**src/rtl/mem_arb_pkg.sv**
```systemverilog
// Shared types for the unified memory-port arbiter.
// Holds the FSM state encoding, port indices and counter width.
package mem_arb_pkg;

    typedef enum logic [1:0] {
        IDLE  = 2'd0,
        ISSUE = 2'd1,
        WAIT  = 2'd2,
        DONE  = 2'd3
    } arb_state_e;

    localparam logic PORT_CPU = 1'b0;
    localparam logic PORT_DBG = 1'b1;

    localparam int CNT_W = 4;

endpackage

```
**src/rtl/mem_port_arbiter_if.sv**
```systemverilog
// Requester and memory-side bundles for the memory-port arbiter.
// arb_req_if: req/we/addr/wdata in, rdata/ack out (slave = arbiter side).
// arb_mem_if: en/we/addr/wdata out, rdata in (master = arbiter side).
interface arb_req_if #(
    parameter int ADDR_W = 32,
    parameter int DATA_W = 32
);
    logic              req;
    logic              we;
    logic [ADDR_W-1:0] addr;
    logic [DATA_W-1:0] wdata;
    logic [DATA_W-1:0] rdata;
    logic              ack;

    modport master (output req, we, addr, wdata, input rdata, ack);
    modport slave  (input req, we, addr, wdata, output rdata, ack);
endinterface

interface arb_mem_if #(
    parameter int ADDR_W = 32,
    parameter int DATA_W = 32
);
    logic              en;
    logic              we;
    logic [ADDR_W-1:0] addr;
    logic [DATA_W-1:0] wdata;
    logic [DATA_W-1:0] rdata;

    modport master (output en, we, addr, wdata, input rdata);
    modport slave  (input en, we, addr, wdata, output rdata);
endinterface

```
**src/rtl/mem_port_arbiter_rr_pick2.sv**
```systemverilog
// Two-way round-robin picker, purely combinational.
// Ports: req[1:0], last_grant in; grant index, any_req out.
module rr_pick2
    import mem_arb_pkg::*;
(
    input  logic [1:0] req,
    input  logic       last_grant,
    output logic       grant,
    output logic       any_req
);

    always_comb begin
        any_req = |req;
        grant   = PORT_CPU;
        unique case (1'b1)
            (req == 2'b11): grant = ~last_grant;
            (req == 2'b10): grant = PORT_DBG;
            default:        grant = PORT_CPU;
        endcase
    end

endmodule

```
**src/rtl/mem_port_arbiter.sv**
```systemverilog
// Shares one memory port between the CPU (port 0) and debug loader (port 1).
// Ports: clock, rst, cpu/dbg requester bundles, mem bundle, busy.
module mem_port_arbiter
    import mem_arb_pkg::*;
#(
    parameter int ADDR_W  = 32,
    parameter int DATA_W  = 32,
    parameter int MEM_LAT = 1
) (
    input  logic  clock,
    input  logic  rst,
    arb_req_if.slave  cpu,
    arb_req_if.slave  dbg,
    arb_mem_if.master mem,
    output logic  busy
);

    localparam logic [CNT_W-1:0] LAT_M1 = CNT_W'(MEM_LAT - 1);

    arb_state_e        state_q, state_d;
    logic [CNT_W-1:0]  cnt_q, cnt_d;
    logic              gnt_q, gnt_d;
    logic              last_q, last_d;
    logic              we_q, we_d;
    logic [ADDR_W-1:0] addr_q, addr_d;
    logic [DATA_W-1:0] wdata_q, wdata_d;
    logic [DATA_W-1:0] cpu_rdata_q, cpu_rdata_d;
    logic [DATA_W-1:0] dbg_rdata_q, dbg_rdata_d;
    logic              cpu_ack_q, cpu_ack_d;
    logic              dbg_ack_q, dbg_ack_d;
    logic              mem_en_q, mem_en_d;
    logic              mem_we_q, mem_we_d;

    logic              pick_gnt;
    logic              pick_any;

    rr_pick2 u_pick (
        .req        ({dbg.req, cpu.req}),
        .last_grant (last_q),
        .grant      (pick_gnt),
        .any_req    (pick_any)
    );

    always_comb begin
        state_d     = state_q;
        cnt_d       = cnt_q;
        gnt_d       = gnt_q;
        last_d      = last_q;
        we_d        = we_q;
        addr_d      = addr_q;
        wdata_d     = wdata_q;
        cpu_rdata_d = cpu_rdata_q;
        dbg_rdata_d = dbg_rdata_q;
        cpu_ack_d   = 1'b0;
        dbg_ack_d   = 1'b0;
        mem_en_d    = 1'b0;
        mem_we_d    = 1'b0;
        unique case (state_q)
            IDLE: begin
                if (pick_any) begin
                    gnt_d   = pick_gnt;
                    we_d    = (pick_gnt == PORT_DBG) ? dbg.we : cpu.we;
                    addr_d  = (pick_gnt == PORT_DBG) ? dbg.addr : cpu.addr;
                    wdata_d = (pick_gnt == PORT_DBG) ? dbg.wdata : cpu.wdata;
                    // strobes are flopped so they line up with ISSUE
                    mem_en_d = 1'b1;
                    mem_we_d = we_d;
                    state_d  = ISSUE;
                end
            end
            ISSUE: begin
                cnt_d   = LAT_M1;
                state_d = WAIT;
            end
            WAIT: begin
                if (cnt_q != '0) begin
                    cnt_d = cnt_q - 1'b1;
                end else begin
                    if (!we_q) begin
                        if (gnt_q == PORT_DBG) dbg_rdata_d = mem.rdata;
                        else                   cpu_rdata_d = mem.rdata;
                    end
                    // ack is flopped so it is high exactly in DONE
                    cpu_ack_d = (gnt_q == PORT_CPU);
                    dbg_ack_d = (gnt_q == PORT_DBG);
                    state_d   = DONE;
                end
            end
            DONE: begin
                last_d  = gnt_q;
                state_d = IDLE;
            end
            default: state_d = IDLE;
        endcase
    end

    always_ff @(posedge clock) begin
        if (rst) begin
            state_q     <= IDLE;
            cnt_q       <= '0;
            gnt_q       <= PORT_CPU;
            last_q      <= PORT_DBG;
            we_q        <= 1'b0;
            addr_q      <= '0;
            wdata_q     <= '0;
            cpu_rdata_q <= '0;
            dbg_rdata_q <= '0;
            cpu_ack_q   <= 1'b0;
            dbg_ack_q   <= 1'b0;
            mem_en_q    <= 1'b0;
            mem_we_q    <= 1'b0;
        end else begin
            state_q     <= state_d;
            cnt_q       <= cnt_d;
            gnt_q       <= gnt_d;
            last_q      <= last_d;
            we_q        <= we_d;
            addr_q      <= addr_d;
            wdata_q     <= wdata_d;
            cpu_rdata_q <= cpu_rdata_d;
            dbg_rdata_q <= dbg_rdata_d;
            cpu_ack_q   <= cpu_ack_d;
            dbg_ack_q   <= dbg_ack_d;
            mem_en_q    <= mem_en_d;
            mem_we_q    <= mem_we_d;
        end
    end

    assign busy      = (state_q != IDLE);
    assign mem.en    = mem_en_q;
    assign mem.we    = mem_we_q;
    assign mem.addr  = addr_q;
    assign mem.wdata = wdata_q;
    assign cpu.rdata = cpu_rdata_q;
    assign cpu.ack   = cpu_ack_q;
    assign dbg.rdata = dbg_rdata_q;
    assign dbg.ack   = dbg_ack_q;

endmodule

```
**src/flat_wrapper.sv**
```systemverilog
// flat-port wrapper written by rule: the top's interface ports become plain ports
module mem_port_arbiter_flat import mem_arb_pkg::*;
#(
    parameter int ADDR_W  = 32,
    parameter int DATA_W  = 32,
    parameter int MEM_LAT = 1
)
  (clock, rst, busy, cpu_req, cpu_we, cpu_addr, cpu_wdata, cpu_rdata, cpu_ack, dbg_req, dbg_we, dbg_addr, dbg_wdata, dbg_rdata, dbg_ack, mem_en, mem_we, mem_addr, mem_wdata, mem_rdata);
  arb_req_if #(.ADDR_W(ADDR_W), .DATA_W(DATA_W)) cpu_i ();
  arb_req_if #(.ADDR_W(ADDR_W), .DATA_W(DATA_W)) dbg_i ();
  arb_mem_if #(.ADDR_W(ADDR_W), .DATA_W(DATA_W)) mem_i ();
  input  logic clock;
  input  logic rst;
  output logic busy;
  input wire logic [$bits(cpu_i.req)-1:0] cpu_req;
  input wire logic [$bits(cpu_i.we)-1:0] cpu_we;
  input wire logic [$bits(cpu_i.addr)-1:0] cpu_addr;
  input wire logic [$bits(cpu_i.wdata)-1:0] cpu_wdata;
  output wire logic [$bits(cpu_i.rdata)-1:0] cpu_rdata;
  output wire logic [$bits(cpu_i.ack)-1:0] cpu_ack;
  input wire logic [$bits(dbg_i.req)-1:0] dbg_req;
  input wire logic [$bits(dbg_i.we)-1:0] dbg_we;
  input wire logic [$bits(dbg_i.addr)-1:0] dbg_addr;
  input wire logic [$bits(dbg_i.wdata)-1:0] dbg_wdata;
  output wire logic [$bits(dbg_i.rdata)-1:0] dbg_rdata;
  output wire logic [$bits(dbg_i.ack)-1:0] dbg_ack;
  output wire logic [$bits(mem_i.en)-1:0] mem_en;
  output wire logic [$bits(mem_i.we)-1:0] mem_we;
  output wire logic [$bits(mem_i.addr)-1:0] mem_addr;
  output wire logic [$bits(mem_i.wdata)-1:0] mem_wdata;
  input wire logic [$bits(mem_i.rdata)-1:0] mem_rdata;
  assign cpu_i.req = cpu_req;
  assign cpu_i.we = cpu_we;
  assign cpu_i.addr = cpu_addr;
  assign cpu_i.wdata = cpu_wdata;
  assign cpu_rdata = cpu_i.rdata;
  assign cpu_ack = cpu_i.ack;
  assign dbg_i.req = dbg_req;
  assign dbg_i.we = dbg_we;
  assign dbg_i.addr = dbg_addr;
  assign dbg_i.wdata = dbg_wdata;
  assign dbg_rdata = dbg_i.rdata;
  assign dbg_ack = dbg_i.ack;
  assign mem_en = mem_i.en;
  assign mem_we = mem_i.we;
  assign mem_addr = mem_i.addr;
  assign mem_wdata = mem_i.wdata;
  assign mem_i.rdata = mem_rdata;
  mem_port_arbiter #(.ADDR_W(ADDR_W), .DATA_W(DATA_W), .MEM_LAT(MEM_LAT)) u_core (.clock(clock), .rst(rst), .cpu(cpu_i), .dbg(dbg_i), .mem(mem_i), .busy(busy));
endmodule
```
**config.mk**
```make
export PLATFORM = sky130hd
export DESIGN_NAME = mem_port_arbiter_flat
export DESIGN_NICKNAME = d
export VERILOG_FILES = /design/src/rtl/mem_arb_pkg.sv /design/src/rtl/mem_port_arbiter_if.sv /design/src/rtl/mem_port_arbiter_rr_pick2.sv /design/src/rtl/mem_port_arbiter.sv /design/src/flat_wrapper.sv
export SDC_FILE = /design/constraint.sdc
export NUM_CORES = 1
export LEC_CHECK = 0
export CELL_PAD_IN_SITES_DETAIL_PLACEMENT = 0
export CELL_PAD_IN_SITES_GLOBAL_PLACEMENT = 1
export CORE_MARGIN = 2
export CORE_UTILIZATION = 32
export DETAILED_ROUTE_END_ITERATION = 6
export PLACE_DENSITY = 0.84
export SLEW_MARGIN = 20
export SYNTH_ARGS = -nofsm -noshare
export SYNTH_HDL_FRONTEND = slang
export SYNTH_SLANG_ARGS = --single-unit
```
**constraint.sdc**
```tcl
create_clock -name clock -period 4.2 [get_ports clock]
set_clock_uncertainty 0.1 [all_clocks]
set_input_delay 0.42 -clock clock [delete_from_list [all_inputs] [get_ports clock]]
set_output_delay 0.42 -clock clock [all_outputs]
set_load 0.01 [all_outputs]
```
==> metrics.csv, run 1 <==
metric,value,unit
status,"complete, no violations",
HP Class,register to register,
final hold vios,0,
Peak Freq,437,MHz
Max Slew Vio Count,0,
GRT busiest layer,met2,
worst-path maximum fanout,4,
FF/Latch Area,0.00282,sq mm
final instance area,0.00982,sq mm
Netlist cell types,34,
top_reg_cell synth,dfxtp_1,
mapped cell area,0.00606,sq mm
Core ar.,0.0186,sq mm
Critical Path AT,1.77,ns
"Clk pin slew, worst setup/hold paths",0.06,ns
filler cell count in the final layout,1718,
DR pass1 iterations,4,
Setup CP Type,register to output port,
RSZ-0062 raised after global routing,false,
grt met1 use,0.204,
Synth top area share,0.465,
clk root buf,clkbuf_16,
YS warnings,0,
final WL,17700,microns
die area,0.0201,sq mm
async set or reset register ratio after synthesis,0,
Post-Syn Nets,762,
Synth Area in Compound Gates,0.0982,
TritonCTS Buffers,17,
mux share of post-synthesis cell area,0.215,
min Tclk post-route,2.29,ns
initial antenna violation count,0,
IO Count,299,
largest net degree at the start of global routing,110,
met3 GRT Util,0.0753,
fin util,0.527,
GPL Wtd Cong,0.799,
PostCTS Resize Cnt,0,
"Slowest-stage cell, CP",clkdlybuf4s50_1,
first-pass GRT wire length,27200,microns
Worst Tran Pin Value,0.953,ns
Die Ht,142,microns
vias in the first global route,4968,
largest family of logic cells by synthesized area,multiplexers,
post-synthesis adder-cell area fraction,0.0103,
Post-Synth XOR/XNOR Area,0.00144,
DRT antenna net count,0,
total power draw,0.00544,W
Post-CTS Setup Repair Bufs,0,
Cell Rows,50,
DRC viols,0,
gr ovfl total,0,
iteration-0 DRC count of the detailed router,153,
Syn Inst Count,591,
Leakage,3.73,nW
Power Dens Cells,553,mW/mm^2
simple logic cell fraction of the synthesized area,0.164,
vias,5144,
CTS max path bufs,2,
register bit total from synthesis,141,
final setup fails,0,
top post-synthesis cells by area,"dfxtp_1 (47%), mux2i_1 (21%), nand2b_1 (10%)",
gr usage total,0.174,
Die X-Extent,142,microns
# clock sinks,141,
CP Capture Type,output port,
Crit path top cell by count,inv_1,
Placed Cells,1081,
Skew-Pair Late Insertion Delay,0.40,ns
WP buf/inv,3,
vias per cell,4.62,
Crit path max-delay family,buffers and inverters,
Final Non-Filler Cells,1113,
CTS tree,yes,
setup TNS,0,ns
"Seq/Total Area, Yosys",0.465,
diode count,0,
initial core utilization,0.325,
multi-input logic area,0.00300,sq mm
Worst setup SP type,register,
Post-DP Area,0.00919,sq mm
Max Cap Violations,0,
Worst EP required,3.68,ns
Post-synth EDFFs,0,
layout cells sized above 1,0.0489,
Area growth syn-to-layout,62.0,%
cells along the critical path,inv_1 > ha_1 > inv_1 > clkdlybuf4s50_1,
Nets,1037,
Port Buf Inserts,298,
slew margin rel.,0.364,
worst vdd ir,0.275,mV
final worst-path cycle share,0.545,
Post-CTS Hold Buffers,0,
Synth area leader,dfxtp_1,
met2 usage in global routing,0.284,
H-tree level count,4,
post-detail-place hpwl,13000,microns
"Largest stage delay, worst path",0.54,ns
syn avg cell area,10.3,sq um
wire length per cell,15.9,microns
[cell usage after synthesis, types with 2 or more instances]
library cell,count
dfxtp_1,141
o21ai_0,2
a21oi_1,2
buf_6,3
a211oi_1,66
nand2b_1,99
clkbuf_1,28
o211ai_1,3
inv_1,6
a221oi_1,2
buf_1,4
nor4b_1,2
or3_1,3
buf_4,8
ha_1,5
buf_2,4
nor2_1,67
mux2i_1,130
[state kept, by name, indices dropped and copies added (netlist names), 2 cells and up]
register          cells
u_core.mem.wdata     32
u_core.mem.addr      32
u_core.cnt_q          4
u_core.cpu.rdata     32
u_core.state_q        2
u_core.dbg.rdata     32
[through the flow]
| step | hold WS (ns) | worst slack, ns |
|---|---|---|
| 2_1_floorplan | 0.377 | 2.38 |
| 3_3_place_gp | 0.358 | 1.76 |
| 4_1_cts | 0.373 | 1.88 |
| 5_1_grt | 0.388 | 1.79 |
| 3_5_place_dp | 0.361 | 1.69 |
| 6_report | 0.368 | 1.91 |
[worst paths after layout]
| path | startpoint | end | slack (ns) | depth (start not counted) |
|---|---|---|---|---|
| worst max-delay path | u_core.state_q[1] | busy | 1.91 | 4 |
| worst min-delay path | u_core.dbg.rdata[27] | u_core.dbg.rdata[27] | 0.37 | 2 |
| worst max register to register | u_core.state_q[0] | u_core.mem.wdata[27] | 2.02 | 6 |
| worst min register to register | u_core.dbg.rdata[27] | u_core.dbg.rdata[27] | 0.37 | 2 |
[area by class of cell]
cell class / count / share of cell area
timing repair buffer: 304 / 0.311
multi-input combinational: 396 / 0.305
sequential: 141 / 0.287
clock buffer: 23 / 0.0487
tap: 234 / 0.0298
clock inverter: 9 / 0.0160
inverter: 6 / 0.00229
[layout by cell type, fill, tap and decap left out, drive strengths merged, types with 2 or more instances in the layout]
cell type        n
clkdlybuf4s50  297
dfxtp          141
mux2i          130
nand2b          99
nor2            67
a211oi          66
clkbuf          23
inv              7
buf              7
ha               5
bufinv           4
o211ai           3
or3              3
a21oi            2
a221oi           2
o21ai            2
clkinvlp         2
nor4             2
nor4b            2
or4              2
clkinv           2
[report_power, final]
part           total, W  internal [W]  switching, W  leakage (nW)
logic           0.00198       0.00103      0.000945          2.27
registers       0.00184       0.00167      0.000179          1.16
clock network   0.00162       0.00104      0.000571         0.304
total           0.00544       0.00374       0.00169          3.73
[routing by layer]
metal  wire, microns  vias up  share of wire
li1                -     2625              -
met1            7380     2285           0.42
met2            8300      209           0.47
met3            1560       25          0.088
met4             451        0          0.025
met5               0        -              0
[worst reg2reg max path, stage by stage, from the launching register on]
cell,delay (ns)
dfxtp_1,0.32
inv_1,0.11
ha_1,0.25
o21a_4,0.60
buf_12,0.39
nor2_1,0.09
a211oi_1,0.22
[kinds of logic after synthesis]
family                     count (synthesis)
DFF                                      141
adders and majority gates                  5
xor gates and xnor gates                   1
AOI/OAI and AO/OA                         80
and+or+nand+nor                          180
buffers and inverters                     54
muxes                                    130
Power figures use the tool's default switching activity.
==> run 2, diff against run 1 <==
--- a/config.mk
+++ b/config.mk
@@ -8,9 +8,9 @@
 export CELL_PAD_IN_SITES_DETAIL_PLACEMENT = 0
 export CELL_PAD_IN_SITES_GLOBAL_PLACEMENT = 1
 export CORE_MARGIN = 2
-export CORE_UTILIZATION = 32
+export CORE_UTILIZATION = 30
 export DETAILED_ROUTE_END_ITERATION = 6
-export PLACE_DENSITY = 0.84
+export PLACE_DENSITY = 0.79
 export SLEW_MARGIN = 20
 export SYNTH_ARGS = -nofsm -noshare
 export SYNTH_HDL_FRONTEND = slang
==> constraint.sdc (replaced) <==
create_clock -name clock -period 2.2 [get_ports clock]
set_clock_uncertainty 0.1 [all_clocks]
set_input_delay 0.22 -clock clock [delete_from_list [all_inputs] [get_ports clock]]
set_output_delay 0.22 -clock clock [all_outputs]
set_load 0.01 [all_outputs]
==> run 2 against run 1 <==
Net effect:
- sequential cell count stayed put
- hold slack worse by 0.071 ns
- total power is 94% higher
- largest cell class unchanged
- largest power group unchanged
==> metrics.csv, run 2 (synthesis gave the netlist of run 1 again) <==
metric,value,unit,change
Crit path max-delay family,simple AND/OR/NAND/NOR gates,,
Reg2Reg Setup Slack,0.27,ns,-1.75 ns
worst vdd ir,0.467,mV,+70%
setup TNS,0,ns,unchanged
Hold Crit Depth,3,,+1
PostCTS Resize Cnt,0,,unchanged
reg2reg path depth,5,,-1
DR pass1 iterations,4,,unchanged
Area growth syn-to-layout,64.9,%,
Port Buf Inserts,298,,unchanged
worst-path maximum fanout,19,,+15
status,"complete, no violations",,
first-pass GRT wire length,28200,microns,+3.6%
Die X-Extent,146,microns,+3.2%
GPL Wtd Cong,0.771,,-3.4%
initial core utilization,0.303,,-0.0227
Leakage,3.80,nW,+2.0%
Post-CTS Hold Buffers,0,,unchanged
CTS max path bufs,2,,unchanged
gr ovfl total,0,,unchanged
WP buf/inv,1,,-2
"commonest non-fill, non-tap cells in the layout","clkdlybuf4s50_1 (296), dfxtp_1 (141), mux2i_1 (130)",,
Core ar.,0.0200,sq mm,+7.5%
HP Class,input port to register,,
final setup fails,0,,unchanged
vias in the first global route,5072,,+2.1%
Nets,1046,,+0.87%
Worst Tran Pin Value,0.588,ns,-0.365 ns
Max Cap Violations,0,,unchanged
final WL,18100,microns,+2.5%
initial antenna violation count,1,,+1
final hold vios,0,,unchanged
setup ws final,0.267,ns,-1.64 ns
Power Dens Cells,1050,mW/mm^2,+90%
slew margin rel.,0.607,,+0.243
vias per cell,4.43,,-4.2%
Peak Freq,517,MHz,
TritonCTS Buffers,17,,unchanged
layout cells sized above 1,0.0597,,+0.0108
"Largest stage delay, worst path",0.64,ns,+0.10 ns
min Tclk post-route,1.93,ns,
R2R Path Start,u_core.state_q[0],,
Critical Path AT,2.12,ns,+0.35 ns
Setup CP Type,register to register,,
wire length per cell,15.7,microns,-1.5%
"most common cell after layout, fill and taps aside",clkdlybuf4s50_1,,
Post-CTS Setup Repair Bufs,0,,unchanged
DRC viols,0,,unchanged
largest net degree at the start of global routing,74,,-33%
RSZ-0062 raised after global routing,false,,
post-detail-place hpwl,13600,microns,+4.4%
Cell Rows,52,,+4.0%
final worst-path cycle share,0.879,,
diode count,0,,unchanged
die area,0.0214,sq mm,+6.5%
"Slowest-stage cell, CP",or4_4,,
filler cell count in the final layout,1899,,+11%
Worst EP required,2.38,ns,-1.30 ns
worst hold start,rst,,
clk root buf,clkbuf_16,,
RR Endpoint,u_core.cpu.rdata[21],,
"Clk pin slew, worst setup/hold paths",0.06,ns,about the same
CP Capture Type,register,,
Worst setup SP type,register,,
vias,5125,,-0.37%
Hold Crit Endpoint,u_core.dbg.rdata[21],,
Final Non-Filler Cells,1158,,+4.0%
Placed Cells,1126,,+4.2%
H-tree level count,4,,unchanged
DRT antenna net count,0,,unchanged
gr usage total,0.168,,-0.00537
cells along the critical path,inv_1 > ha_1 > nand3b_4 > or4_4 > mux2i_1,,
IO Count,299,,unchanged
CTS tree,yes,,
iteration-0 DRC count of the detailed router,131,,-14%
Place WS,0.170,ns,-1.52 ns
Die Ht,146,microns,+3.2%
Skew-Pair Late Insertion Delay,0.41,ns,about the same
# clock sinks,141,,unchanged
Max Slew Vio Count,0,,unchanged
==> run 2: cell types whose count changed in the layout (fill, tap and decap cells not counted), sizes merged <==
cell           delta
dlymetal6s2s      +1
clkinv            +2
clkbuf            -4
inv               +2
clkdlybuf4s50     -1
buf               +9
==> run 2: worst max-delay path by stage <==
stage | from | cells past startpoint | slack [ns] | endpoint
2_1_floorplan | u_core.state_q[0] | 7 | 0.38 | u_core.dbg.rdata[10]
3_3_place_gp | dbg_req | 5 | 0.19 | u_core.mem.addr[12]
3_5_place_dp | dbg_req | 5 | 0.17 | u_core.mem.addr[12]
4_1_cts | u_core.state_q[0] | 4 | 0.05 | busy
5_1_grt | u_core.state_q[0] | 5 | 0.16 | u_core.cpu.rdata[15]
6_report | u_core.state_q[0] | 5 | 0.27 | u_core.cpu.rdata[21]
==> run 2: power by group <==
| part | internal, W | switching, W | total, W |
|---|---|---|---|
| Sequential | 0.00318 | 0.000348 | 0.00353 |
| Combinational | 0.00213 | 0.00182 | 0.00395 |
| Clock | 0.00191 | 0.00115 | 0.00305 |
| Total | 0.00722 | 0.00332 | 0.0105 |
==> run 2: per-layer routing <==
layer / up-vias / GRT usage / part of all wire
li1: 2648 / - / -
met1: 2253 / 0.200 / 0.42
met2: 203 / 0.278 / 0.47
met3: 19 / 0.0691 / 0.089
met4: 2 / 0.0539 / 0.015
met5: - / 0 / 0.00072
==> run 2: per-stage QoR <==
stage               hold WS, ns  area [sq um]  total power [W]  utilization
floorplan                 0.296          6060          0.00546            -
global placement          0.360          9380          0.00758        0.468
detailed placement        0.363          9380          0.00760        0.468
CTS                       0.280         10000           0.0107        0.499
global route              0.297         10000           0.0111        0.499
finish                    0.297         10000           0.0105        0.499
==> run 2: cell type report <==
| type | count | area [sq um] | area share |
|---|---|---|---|
| clock inverter | 13 | 189 | 0.0189 |
| sequential | 141 | 2820 | 0.282 |
| clock buffer | 19 | 433 | 0.0433 |
| inverter | 6 | 22.5 | 0.00225 |
| timing repair buffer | 313 | 3200 | 0.320 |
| multi-input combinational | 396 | 3000 | 0.300 |
| tap | 270 | 338 | 0.0338 |
==> run 2: worst register-to-register path: cells and delay by family (launching register included) <==
family | cells | cell delay (ns)
simple gates | 2 | 0.79
flops | 1 | 0.33
fa+ha+maj | 1 | 0.28
mux | 1 | 0.20
buf+inv | 1 | 0.11
